==> src/rtl/qnn_requant_stage_if.sv <==
// +--------------------------------------------------------------------------+
// | qnn_requant_stage_if : request/result bundle for the requant stage        |
// | Rev 1.0                                                                  |
// +--------------------------------------------------------------------------+
`default_nettype none

interface qnn_requant_stage_if #(
   parameter int DIM    = 16,
   parameter int MULT_W = 16,
   parameter int IDX_W  = $clog2(DIM)
);
   logic                  start;
   logic [1:0]            prec;
   logic [MULT_W-1:0]     mult;
   logic [4:0]            shift;
   logic [32*DIM-1:0]     in_vec;
   logic [8*DIM-1:0]      out8;
   logic [4*DIM-1:0]      out4;
   logic [DIM-1:0]        outb;
   logic [IDX_W-1:0]      argmax;
   logic [31:0]           max_val;
   logic                  busy;
   logic                  done;

   modport master (
      output start, prec, mult, shift, in_vec,
      input  out8, out4, outb, argmax, max_val, busy, done
   );

   modport slave (
      input  start, prec, mult, shift, in_vec,
      output out8, out4, outb, argmax, max_val, busy, done
   );
endinterface

`default_nettype wire

==> src/rtl/qnn_requant_stage.sv <==
// +--------------------------------------------------------------------------+
// | qnn_requant_stage : per-element rescale/saturate plus running argmax      |
// | Rev 1.0                                                                  |
// +--------------------------------------------------------------------------+
`default_nettype none

module qnn_requant_stage #(
   parameter int DIM    = 16,
   parameter int MULT_W = 16,
   parameter int IDX_W  = $clog2(DIM)
) (
   input  wire logic              clk,
   input  wire logic              rst,
   qnn_requant_stage_if.slave     bus
);

   localparam logic [IDX_W-1:0] LAST_IDX = IDX_W'(DIM - 1);

   typedef enum logic [1:0] {
      S_IDLE = 2'd0,
      S_SCAN = 2'd1,
      S_DONE = 2'd2
   } state_t;

   state_t                state_q;
   logic [IDX_W-1:0]      idx_q;
   logic [1:0]            prec_q;
   logic [MULT_W-1:0]     mult_q;
   logic [4:0]            shift_q;
   logic [31:0]           buf_q [DIM];
   logic [8*DIM-1:0]      out8_q;
   logic [4*DIM-1:0]      out4_q;
   logic [DIM-1:0]        outb_q;
   logic [IDX_W-1:0]      argmax_q;
   logic [31:0]           max_q;
   logic                  busy_q;
   logic                  done_q;

   logic [31:0]           cur_x;
   logic signed [48:0]    x_ext;
   logic signed [48:0]    m_ext;
   logic signed [48:0]    prod;
   logic signed [48:0]    rnd;
   logic signed [48:0]    sum;
   logic signed [48:0]    r;
   logic [7:0]            elem8_d;
   logic [3:0]            elem4_d;
   logic                  elemb_d;

   assign cur_x = buf_q[idx_q];

   // 49 bits hold |x*mult| < 2^47 plus the rounding bias without overflow.
   always_comb begin
      x_ext = {{17{cur_x[31]}}, cur_x};
      m_ext = {{(49-MULT_W){1'b0}}, mult_q};
      prod  = x_ext * m_ext;
      rnd   = (shift_q == 5'd0) ? '0 : (49'sd1 <<< (shift_q - 5'd1));
      sum   = prod + rnd;
      r     = sum >>> shift_q;

      if (r > 49'sd127)       elem8_d = 8'h7F;
      else if (r < -49'sd128) elem8_d = 8'h80;
      else                    elem8_d = r[7:0];

      if (r > 49'sd7)         elem4_d = 4'h7;
      else if (r < -49'sd8)   elem4_d = 4'h8;
      else                    elem4_d = r[3:0];

      elemb_d = (r > 49'sd0);
   end

   // Input snapshot; the caller may change in_vec freely once the run starts.
   always_ff @(posedge clk) begin
      if (state_q == S_IDLE && bus.start && !rst) begin
         for (int i = 0; i < DIM; i++) begin
            buf_q[i] <= bus.in_vec[32*i +: 32];
         end
      end
   end

   always_ff @(posedge clk) begin
      if (rst) begin
         state_q  <= S_IDLE;
         idx_q    <= '0;
         prec_q   <= '0;
         mult_q   <= '0;
         shift_q  <= '0;
         out8_q   <= '0;
         out4_q   <= '0;
         outb_q   <= '0;
         argmax_q <= '0;
         max_q    <= '0;
         busy_q   <= 1'b0;
         done_q   <= 1'b0;
      end else begin
         done_q <= 1'b0;
         case (state_q)
            S_IDLE: begin
               if (bus.start) begin
                  prec_q   <= bus.prec;
                  mult_q   <= bus.mult;
                  shift_q  <= bus.shift;
                  out8_q   <= '0;
                  out4_q   <= '0;
                  outb_q   <= '0;
                  argmax_q <= '0;
                  max_q    <= 32'h8000_0000;
                  idx_q    <= '0;
                  busy_q   <= 1'b1;
                  state_q  <= S_SCAN;
               end
            end
            S_SCAN: begin
               case (prec_q)
                  2'd0:    out8_q[8*idx_q +: 8] <= elem8_d;
                  2'd1:    out4_q[4*idx_q +: 4] <= elem4_d;
                  default: outb_q[idx_q]        <= elemb_d;
               endcase
               // Strict compare keeps the earliest index on ties.
               if ($signed(cur_x) > $signed(max_q)) begin
                  max_q    <= cur_x;
                  argmax_q <= idx_q;
               end
               if (idx_q == LAST_IDX) begin
                  state_q <= S_DONE;
               end else begin
                  idx_q <= idx_q + 1'b1;
               end
            end
            S_DONE: begin
               done_q  <= 1'b1;
               busy_q  <= 1'b0;
               state_q <= S_IDLE;
            end
            default: state_q <= S_IDLE;
         endcase
      end
   end

   assign bus.out8    = out8_q;
   assign bus.out4    = out4_q;
   assign bus.outb    = outb_q;
   assign bus.argmax  = argmax_q;
   assign bus.max_val = max_q;
   assign bus.busy    = busy_q;
   assign bus.done    = done_q;

endmodule

`default_nettype wire

==> src/flat_wrapper.sv <==
// flat-port wrapper written by rule: the top's interface ports become plain ports
module qnn_requant_stage_flat 
#(
   parameter int DIM    = 16,
   parameter int MULT_W = 16,
   parameter int IDX_W  = $clog2(DIM)
)
  (clk, rst, bus_start, bus_prec, bus_mult, bus_shift, bus_in_vec, bus_out8, bus_out4, bus_outb, bus_argmax, bus_max_val, bus_busy, bus_done);
  qnn_requant_stage_if #(.DIM(DIM), .MULT_W(MULT_W), .IDX_W(IDX_W)) bus_i ();
  input  wire logic clk;
  input  wire logic rst;
  input wire logic [$bits(bus_i.start)-1:0] bus_start;
  input wire logic [$bits(bus_i.prec)-1:0] bus_prec;
  input wire logic [$bits(bus_i.mult)-1:0] bus_mult;
  input wire logic [$bits(bus_i.shift)-1:0] bus_shift;
  input wire logic [$bits(bus_i.in_vec)-1:0] bus_in_vec;
  output wire logic [$bits(bus_i.out8)-1:0] bus_out8;
  output wire logic [$bits(bus_i.out4)-1:0] bus_out4;
  output wire logic [$bits(bus_i.outb)-1:0] bus_outb;
  output wire logic [$bits(bus_i.argmax)-1:0] bus_argmax;
  output wire logic [$bits(bus_i.max_val)-1:0] bus_max_val;
  output wire logic [$bits(bus_i.busy)-1:0] bus_busy;
  output wire logic [$bits(bus_i.done)-1:0] bus_done;
  assign bus_i.start = bus_start;
  assign bus_i.prec = bus_prec;
  assign bus_i.mult = bus_mult;
  assign bus_i.shift = bus_shift;
  assign bus_i.in_vec = bus_in_vec;
  assign bus_out8 = bus_i.out8;
  assign bus_out4 = bus_i.out4;
  assign bus_outb = bus_i.outb;
  assign bus_argmax = bus_i.argmax;
  assign bus_max_val = bus_i.max_val;
  assign bus_busy = bus_i.busy;
  assign bus_done = bus_i.done;
  qnn_requant_stage #(.DIM(DIM), .MULT_W(MULT_W), .IDX_W(IDX_W)) u_core (.clk(clk), .rst(rst), .bus(bus_i));
endmodule
==> config.mk <==
export PLATFORM = sky130hd
export DESIGN_NAME = qnn_requant_stage_flat
export DESIGN_NICKNAME = d
export VERILOG_FILES = /design/src/rtl/qnn_requant_stage_if.sv /design/src/rtl/qnn_requant_stage.sv /design/src/flat_wrapper.sv
export SDC_FILE = /design/constraint.sdc
export NUM_CORES = 2
export LEC_CHECK = 0
export CORE_MARGIN = 10
export CORE_UTILIZATION = 45
export DETAILED_ROUTE_END_ITERATION = 8
export PLACE_DENSITY = 0.69
export SLEW_MARGIN = 20
export SYNTH_ARGS = -nofsm -noshare
export SYNTH_HDL_FRONTEND = slang
export SYNTH_SLANG_ARGS = --single-unit
==> constraint.sdc <==
create_clock -name clk -period 66.2 [get_ports clk]
set_clock_uncertainty 0.1 [all_clocks]
set_input_delay 6.62 -clock clk [delete_from_list [all_inputs] [get_ports clk]]
set_output_delay 6.62 -clock clk [all_outputs]
set_load 0.01 [all_outputs]
==> flow_summary.yaml, run 1 <==
clocking:
  hold_buffers: 0
  htreeDepth: 3
  cts.path.max_buffers: 3
  cts_sinks: 791
  cts_made_buffers: 84
  cts-root-buf: "clkbuf_16"
  cts_resized: 0
  postCtsSetupRepairBufs: 0
logic_synthesis:
  synth.area.top_cells: "edfxtp_1 27%, fa_1 18%, dfxtp_1 9.7%, mux4_2 6.6%, inv_1 4.1%"
  synth_warnings: 0
  synth_cell_types: 109
  synth-edff-count: 512
  async_reset_ff_share_pct: 0
  syn-cell-area_sq_um: 57400
  syn-mean-instance-area_sq_um: 10.5
  yosysTopAreaCell: "edfxtp_1"
  syn-instance-count: 5443
  yosysSeqAreaShare_pct: 36.5
  ys_seq_elements: 791
  syn_nets: 6660
  synth_top_area_share_pct: 26.8
  ys.flop_type: "edfxtp_1"
place:
  io_buffer_count: 783
  dp_hpwl_microns: 171000
  gp_congestion: 1.00
  place_inst: 7604
grt:
  grt_start_max_net_pins: 104
  overflow: 0
  antenna_found_initial: 54
  first_global_vias: 47800
  grt_pass1_wl_microns: 323000
  track_usage_pct: 30.2
outcome:
  first-error: "Error: net948 2 pin not visited #guides = 396"
  status: "stopped before the end"
  failing_step: "5_2_route"
floorplanning:
  placementRows: 130
  die_w_microns: 377
  die_h_microns: 377
  initial_utilization_pct: 45.5
  ios: 784
[metrics by stage]
step	worst slack [ns]	hold slack, ns	area, sq um	utilization [%]
floorplan	35.83	0.345	57400	-
global placement	53.10	0.331	66600	52.8
detailed placement	53.09	0.336	66600	52.8
CTS	53.01	0.353	69400	55.0
global route	52.25	0.369	69500	55.0
[cell usage after synthesis (all sizes together) (24+ instances only)]
master / number
nand3: 97
nand2: 568
a21oi: 211
xnor2: 25
nand4: 50
nor2b: 24
and2: 331
dfxtp: 279
a211oi: 36
a31oi: 28
o41ai: 54
fa: 520
o31ai: 37
clkbuf: 228
inv: 633
o21a: 25
a32oi: 124
ha: 159
o211ai: 37
a22oi: 24
buf: 131
o22ai: 28
o21ai: 247
mux4: 167
edfxtp: 512
a21o: 24
nor2: 360
nor3: 89
mux2i: 29
[cells by family after synthesis]
kind of cell / Yosys count / synth area share [%]
AOI/OAI and AO/OA: 1058 / 13.0
xor gates and xnor gates: 44 / 0.698
adders and majority gates: 679 / 21.6
buffers and inverters: 996 / 6.75
DFF: 791 / 36.5
muxes: 213 / 7.39
and+or+nand+nor: 1662 / 14.0
[metal layers]
metal / GRT usage [%]
met1: 37.5
met2: 49.5
met3: 7.46
met4: 14.1
met5: 0
==> run 2, diff against run 1 <==
CORE_UTILIZATION = 30   (was 45)
PLACE_DENSITY = default   (was 0.69)
PLACE_DENSITY_LB_ADDON = 0.15   (was default)
==> flow_summary.yaml, run 2 <==
outcome:
  status: "finished, final reports clean"
job:
  cap_viol_max_count: 0
grt:
  antenna_found_initial: 84
  overflow: 0
  first_global_vias: 47900
  grt_start_max_net_pins: 170
  track_usage_pct: 22.4
  grt_pass1_wl_microns: 349000
routing:
  wl_per_cell_microns: 27.8
  antenna_left: 0
  vias_per_cell: 5.32
  drtIter0Drc: 3930
  drc: 0
  routed-via-count: 46000
  dr.pass1.iters: 6
  finalWirelength_microns: 240000
timing:
  fin_crit_sh_pct: 20.6
  fin_setup_tns_ns: 0
  max-slew-margin-rel_pct: 20.6
  hold_viol: 0
  fmax_mhz: 73.3
  slew_viol_final: 0
  setup_violations: 0
  tightest_slew_ns: 1.17
  fin_crit_ns: 13.64
  timing.final.ws_setup_ns: 52.56
  rsz0062_at_grt: "false"
clocking:
  clk_pin_slew_ns: 0.06
  cts.path.max_buffers: 3
  cts_tree: "built"
  cts_sinks: 791
  cts_made_buffers: 91
  cts-root-buf: "clkbuf_16"
  postCtsSetupRepairBufs: 0
  htreeDepth: 3
  clk_latency_ns: 0.73
  hold_buffers: 0
  cts_resized: 0
finish:
  fin_area_sq_um: 70700
  fin_nets: 7262
  final_cell_mix: "782 x clkdlybuf4s50_1, 633 x inv_1, 568 x nand2_1"
  regMostFlops: "u_core.buf_q"
  syn_to_final_growth_pct: 23.2
  drive_above_1_share_pct: 8.04
  largest_reg_flops: 512
  mostFrequentLayoutCell: "clkdlybuf4s50_1"
  postLayoutCoreUtil_pct: 37.2
place:
  place_area_sq_um: 67700
  dp_hpwl_microns: 190000
  io_buffer_count: 783
  dp_slack_ns: 52.69
  gp_congestion: 0.924
setup_path:
  cp_slowest_cell: "mux4_2"
  cp-start-kind: "flop"
  crit_type: "reg -> reg"
  critPathCaptureType: "flop"
  crit_top_cell: "fa_1"
  worstPathArrival_ns: 14.15
  critPathMaxFanout: 77
  max_stage_delay_ns: 0.80
  cp.required_ns: 66.71
logic_synthesis:
  syn-instance-count: 5443
  synth_warnings: 0
  synthTopCellsByCount: "633 x inv_1, 568 x nand2_1, 520 x fa_1, 512 x edfxtp_1, 360 x nor2_1"
  async_reset_ff_share_pct: 0
  ys.flop_type: "edfxtp_1"
  syn-mean-instance-area_sq_um: 10.5
  yosysTopAreaCell: "edfxtp_1"
  syn-cell-area_sq_um: 57400
  synth-edff-count: 512
  synth.area.top_cells: "edfxtp_1 27%, fa_1 18%, dfxtp_1 9.7%, mux4_2 6.6%, inv_1 4.1%"
  synth_cell_types: 109
  yosysMostFrequentCell: "inv_1"
  yosysSeqAreaShare_pct: 36.5
  ys_seq_elements: 791
  syn_nets: 6660
  synth_top_area_share_pct: 26.8
power_and_ir_drop:
  vdd_drop_max_v: 0.0000328
  p_leak_nw: 26.5
  p_per_area_nw_per_um2: 36.0
hold_path:
  hp-class: "reg -> reg"
floorplanning:
  die_w_microns: 457
  die_h_microns: 457
  core_sq_um: 190000
  ios: 784
  placementRows: 160
  initial_utilization_pct: 30.2
  dieArea_sq_um: 209000
## run 2: cell counts after synthesis
Identical to the previous run, type by type.
## run 2: cells by family after synthesis
family	after synthesis	share of synthesized area (%)
XOR/XNOR	44	0.698
flip-flops	791	36.5
AND/OR/NAND/NOR	1662	14.0
buffers and inverters	996	6.75
multiplexers	213	7.39
adder cells (fa/ha/maj)	679	21.6
AO/OA/AOI/OAI	1058	13.0
## run 2: critical path: cells and delay by family (launching register included)
family	cells	cell delay, ns
buf+inv	6	2.66
fa+ha+maj	7	3.60
flops	1	0.76
mux	2	1.22
compound gates	10	3.13
simple gates	5	1.81
## run 2: power by group
part	leakage (nW)	switching, mW	internal, mW	total, mW
clock network	1.44	0.218	0.282	0.500
logic	18.1	1.03	0.464	1.50
registers	7.01	0.00884	0.544	0.553
total	26.5	1.26	1.29	2.55
## run 2: final cells by class
| type | count | area, sq um |
|---|---|---|
| Tap cell | 2511 | 3140 |
| Clock inverter | 47 | 450 |
| Clock buffer | 119 | 2490 |
| Fill cell | 18900 | 119000 |
| Multi-Input combinational cell | 3656 | 32700 |
| Timing Repair Buffer | 868 | 8540 |
| Antenna cell | 17 | 42.5 |
| Inverter | 637 | 2390 |
| Sequential cell | 791 | 21000 |
## run 2: per-stage QoR
step           std cells  power, mW  hold slack [ns]
2_1_floorplan       5443       1.53            0.345
3_3_place_gp        8459       2.03            0.335
3_5_place_dp        8462       2.03            0.339
4_1_cts             8628       2.54            0.357
5_1_grt             8636       2.70            0.378
6_report            8646       2.55            0.356
## run 2: per-layer routing
| metal | up-vias | share of wire (%) | wire length [microns] | GRT usage [%] |
|---|---|---|---|---|
| met5 | - | 0.25 | 589 | 0 |
| met4 | 90 | 2.8 | 6730 | 5.87 |
| met3 | 416 | 7.1 | 17100 | 5.38 |
| met2 | 1757 | 48 | 115000 | 37.5 |
| met1 | 23300 | 42 | 101000 | 28.8 |
| li1 | 20400 | - | - | - |
## run 2: worst paths after layout
| path | slack, ns | start | cells past startpoint | to |
|---|---|---|---|---|
| setup reg to reg | 52.56 | flop | 30 | u_core.bus.out8[66]$_SDFFE_PP0P_ |
| setup / recovery | 52.56 | flop | 30 | u_core.bus.out8[66]$_SDFFE_PP0P_ |
| hold reg to reg | 0.36 | u_core.mult_q[14]$_SDFFE_PP0P_ | 2 | u_core.mult_q[14]$_SDFFE_PP0P_ |
| hold / removal | 0.36 | u_core.mult_q[14]$_SDFFE_PP0P_ | 2 | u_core.mult_q[14]$_SDFFE_PP0P_ |
Power figures use the tool's default switching activity.
